`config.mk`:
```
export PLATFORM = sky130hd
export DESIGN_NAME = bcd_digit_scanner
export DESIGN_NICKNAME = d
export VERILOG_FILES = /design/src/rtl/bcd_digit_scanner.sv
export SDC_FILE = /design/constraint.sdc
export NUM_CORES = 1
export LEC_CHECK = 0
export CAP_MARGIN = 40
export CORE_AREA = 2 2 75 77
export CTS_CLUSTER_DIAMETER = 30
export DETAILED_ROUTE_END_ITERATION = 6
export DIE_AREA = 0 0 77 79
export GPL_TIMING_DRIVEN = 0
export PLACE_DENSITY = 0.76
export RECOVER_POWER = 100
export SYNTH_ARGS = -nofsm -noshare
export SYNTH_HDL_FRONTEND = slang
export SYNTH_SLANG_ARGS = --single-unit
```
`constraint.sdc`:
```
create_clock -name clk -period 3.55 [get_ports clk]
set_input_delay 0.71 -clock clk [delete_from_list [all_inputs] [get_ports clk]]
set_output_delay 0.71 -clock clk [all_outputs]
set_load 0.05 [all_outputs]
```
`src/rtl/bcd_digit_scanner.sv`:
```
// Time-multiplexed scanner for a 4-digit common-anode display; drives anN and the decoder's BCD input.
// Optional leading-zero blanking is compiled in when BCD_SCAN_LZB_EN is defined.
module bcd_digit_scanner #(
   parameter int REFRESH_DIV = 100000
) (
   input  logic        clk,
   input  logic        rst,
   input  logic        load,
   input  logic [15:0] value,
   input  logic [3:0]  digit_en,
   output logic [3:0]  BCD,
   output logic [3:0]  anN,
   output logic        upd_pending
);
   localparam int CNT_W = $clog2(REFRESH_DIV);
   localparam logic [CNT_W-1:0] CNT_LAST = CNT_W'(REFRESH_DIV - 1);

   logic [CNT_W-1:0] prescaleCnt;
   logic [1:0]       digitIdx;
   logic [15:0]      shadowReg;
   logic [15:0]      activeReg;

   logic             step;
   logic             frameBoundary;
   logic [1:0]       nextIdx;
   logic [15:0]      activeNext;
   logic [3:0]       nibble [4];
   logic [3:0]       lzBlank;
   logic             slotOn;

   always_comb begin
      step          = (prescaleCnt == CNT_LAST);
      nextIdx       = digitIdx + 2'd1;
      frameBoundary = step && (digitIdx == 2'd3);
      // The new frame's digit 0 must already show the transferred value.
      activeNext    = (frameBoundary && upd_pending) ? shadowReg : activeReg;
      slotOn        = digit_en[nextIdx] && !lzBlank[nextIdx];
   end

   genvar gi;
   generate
      for (gi = 0; gi < 4; gi++) begin : g_nibble
         assign nibble[gi] = activeNext[4*gi +: 4];
      end

`ifdef BCD_SCAN_LZB_EN
      assign lzBlank[0] = 1'b0;
      for (gi = 1; gi < 4; gi++) begin : g_lzb
         assign lzBlank[gi] = (activeNext[15:4*gi] == '0);
      end
`else
      assign lzBlank = 4'b0000;
`endif
   endgenerate

   always_ff @(posedge clk or posedge rst) begin
      if (rst) begin
         prescaleCnt <= '0;
         digitIdx    <= 2'd3;
         shadowReg   <= 16'h0000;
         activeReg   <= 16'h0000;
         upd_pending <= 1'b0;
         anN         <= 4'b1111;
         BCD         <= 4'hF;
      end else begin
         prescaleCnt <= step ? '0 : prescaleCnt + CNT_W'(1);
         activeReg   <= activeNext;

         if (load) begin
            shadowReg <= value;
         end
         // A load on the boundary edge keeps the flag set for the next frame.
         if (load) begin
            upd_pending <= 1'b1;
         end else if (frameBoundary) begin
            upd_pending <= 1'b0;
         end

         if (step) begin
            digitIdx <= nextIdx;
            if (slotOn) begin
               anN <= ~(4'b0001 << nextIdx);
               BCD <= nibble[nextIdx];
            end else begin
               anN <= 4'b1111;
               BCD <= 4'hF;
            end
         end
      end
   end
endmodule

```
==> impl_metrics.json <==
{
  "cp-end-kind": "flop",
  "fin_crit_sh_pct": 89.7,
  "hold_violations": 0,
  "cts_hold_buf": 0,
  "first_iter_violations": 88,
  "synthTopCellsByArea": "dfrtp_1 45%, dfstp_2 9.4%, mux2_2 9.3%",
  "area_delta_synth_final_pct": 22.0,
  "seqPwrFrac_pct": 49.1,
  "arrival_ns": 3.45,
  "fmax_mhz": 314,
  "grt_usage_pct": 19.9,
  "grt_use_met1_pct": 26.3,
  "n_antenna_cell": 0,
  "grt_use_met2_pct": 31.9,
  "cts_buffers": 9,
  "synth_seq_cells": 60,
  "wirelength_um": 5380,
  "fin_cells": 355,
  "io_pins": 32,
  "worst-r2r-setup-slack_ns": 0.36,
  "hold_path_class": "reg2reg",
  "synth_common_cells": "50 x dfrtp_1, 23 x mux2_2, 20 x nand2_1",
  "ctsResizeCount": 0,
  "yosys_warnings": 0,
  "synth_seq_area_share_pct": 54.3,
  "root_buffer": "clkbuf_8",
  "dr.pass1.iters": 4,
  "p_leak_nw": 1.48,
  "grt_use_met3_pct": 5.11,
  "die_x_um": 77,
  "dp_cells": 339,
  "p_comb_share_pct": 4.6,
  "synth_nets": 265,
  "synthArstFlopShare_pct": 100,
  "synth_largest_area_cell": "dfrtp_1",
  "setup_viol": 0,
  "clkSinkCount": 60,
  "p_sw_share_pct": 20.6,
  "route.vias.total": 1904,
  "clk_latency_ns": 0.34,
  "cts_tree": "done",
  "grt-busiest-layer": "met2",
  "layout.nets": 307,
  "fin_crit_ns": 3.19,
  "place.gp.congestion": 0.779,
  "grt-ovfl-total": 0,
  "hold_ws_ns": 0.484,
  "setup_tns_ns": 0,
  "portBuffers": 30,
  "switchingPower_w": 0.000300,
  "grt_max_degree": 34,
  "drive_above_1_share_pct": 18.4,
  "die_h_um": 79,
  "synth-edff-count": 0,
  "ant_nets": 0,
  "pwr-share-clk_pct": 46.2,
  "dp_hpwl_um": 3780,
  "cts_post_setup_buffers_inserted": 0,
  "skew_ns": 0.00745,
  "ir_worst_vdd_uv": 363,
  "cts_buffer_depth": 2,
  "rsz0062_at_grt": "no",
  "drv_cap": 0,
  "max_slew_margin_pct": 16.4,
  "grt_pass1_wl_um": 9300,
  "cts.clk_slew.worst_paths_ns": 0.07,
  "h-tree-depth": 3,
  "p_int_w": 0.00115,
  "grt_pass1_vias": 1931,
  "crit_path_start_kind": "flop",
  "antenna_found_initial": 0,
  "routedWlPerCell_um": 15.2,
  "die_area_um2": 6080,
  "cp_max_fo": 10,
  "worstPathRequired_ns": 3.81,
  "worst_slew_pin_slew_ns": 1.25,
  "syn_area_um2": 2790,
  "report.final.slew_viol_count": 0,
  "initial_core_util_pct": 52.3,
  "ys.flop_type": "dfrtp_1",
  "outcome": "finished, final reports clean",
  "syn_avg_cell_area_um2": 11.8,
  "synth_top_cell_area_share_pct": 44.9,
  "via_per_inst": 5.36,
  "yosysMostFrequentCell": "dfrtp_1",
  "ys_types": 43,
  "power_density_nw_per_um2": 427,
  "drc": 0,
  "critPathKind": "reg2reg",
  "core_um2": 5340,
  "synth_cells": 236,
  "utilization_pct": 63.8,
  "num_rows": 27
}
[per-layer routing]
| metal | vias up | wire length (um) |
|---|---|---|
| met3 | 8 | 261 |
| li1 | 922 | - |
| met1 | 933 | 2470 |
| met4 | 0 | 67 |
| met2 | 41 | 2590 |
| met5 | - | 0 |
[registers in the layout, summed over array words and instances, names as in the netlist]
| name | flops |
|---|---|
| BCD | 4 |
| activeReg | 16 |
| anN | 4 |
| digitIdx | 2 |
| prescaleCnt | 17 |
| shadowReg | 16 |
| upd_pending | 1 |
[cells by family after synthesis]
family / after synthesis / synth area share (%)
and+or+nand+nor: 67 / 12.6
DFF: 60 / 54.3
muxes: 40 / 16.1
AOI/OAI and AO/OA: 34 / 7.58
buffers and inverters: 15 / 2.38
xor gates and xnor gates: 14 / 4.40
adders and majority gates: 6 / 2.69
[per-stage QoR]
stage / cell area, um^2 / setup slack, ns / power, W
after floorplan: 2790 / 1.03 / 0.000759
after global placement: 3180 / 0.331 / 0.000792
after detailed placement: 3200 / 0.442 / 0.000797
after global routing: 3400 / 0.135 / 0.00151
final: 3400 / 0.364 / 0.00145
after CTS: 3420 / 0.421 / 0.00147
[layout by cell type (no fill, tap or decap), types with 10 or more instances in the layout]
master / instances
clkbuf_1: 10
nor2_1: 15
nand2_1: 20
dfrtp_1: 50
clkdlybuf4s50_1: 20
mux2i_1: 11
mux2_2: 23
dlygate4sd3_1: 10
clkbuf_8: 10
[area by class of cell]
| type | count | area [um^2] |
|---|---|---|
| fillers | 462 | 1930 |
| flip-flops and latches | 60 | 1510 |
| repair buffers | 31 | 320 |
| plain buffers | 11 | 48.8 |
| multi-input cells | 161 | 1200 |
| clock buffers | 11 | 141 |
| well taps | 72 | 90.1 |
| clock inverters | 5 | 75.1 |
| inverters | 4 | 15.0 |
[critical path, cell delays in order, from the launching register on]
cell and delay (ns):
dfstp_1 0.58, clkbuf_1 0.32, clkbuf_1 0.44, inv_1 0.20
ha_1 0.46, clkbuf_1 0.42, nor2_1 0.11, a22oi_1 0.17
mux2i_1 0.11, o32a_1 0.30
[final timing paths]
| path | startpoint | endpoint | cells past startpoint |
|---|---|---|---|
| setup / recovery | digitIdx[0]$_DFFE_PP1N_ | BCD[0]$_DFFE_PP1N_ | 9 |
| hold / removal | prescaleCnt[11]$_DFF_PP0_ | prescaleCnt[11]$_DFF_PP0_ | 1 |
| setup reg to reg | digitIdx[0]$_DFFE_PP1N_ | BCD[0]$_DFFE_PP1N_ | 9 |
| hold reg to reg | prescaleCnt[11]$_DFF_PP0_ | prescaleCnt[11]$_DFF_PP0_ | 1 |
| max in group asynchronous | rst | anN[2]$_DFFE_PP1N_ | 3 |
| min in group asynchronous | rst | prescaleCnt[13]$_DFF_PP0_ | 2 |
[power groups by stage]
stage,Sequential (W),Clock [W],Combinational (W)
after CTS,0.000715,0.000684,0.0000697
after floorplan,0.000723,0,0.0000355
after global placement,0.000727,0,0.0000644
after global routing,0.000717,0.000716,0.0000756
after detailed placement,0.000728,0,0.0000694
final,0.000715,0.000672,0.0000673
Power figures use the tool's default switching activity.
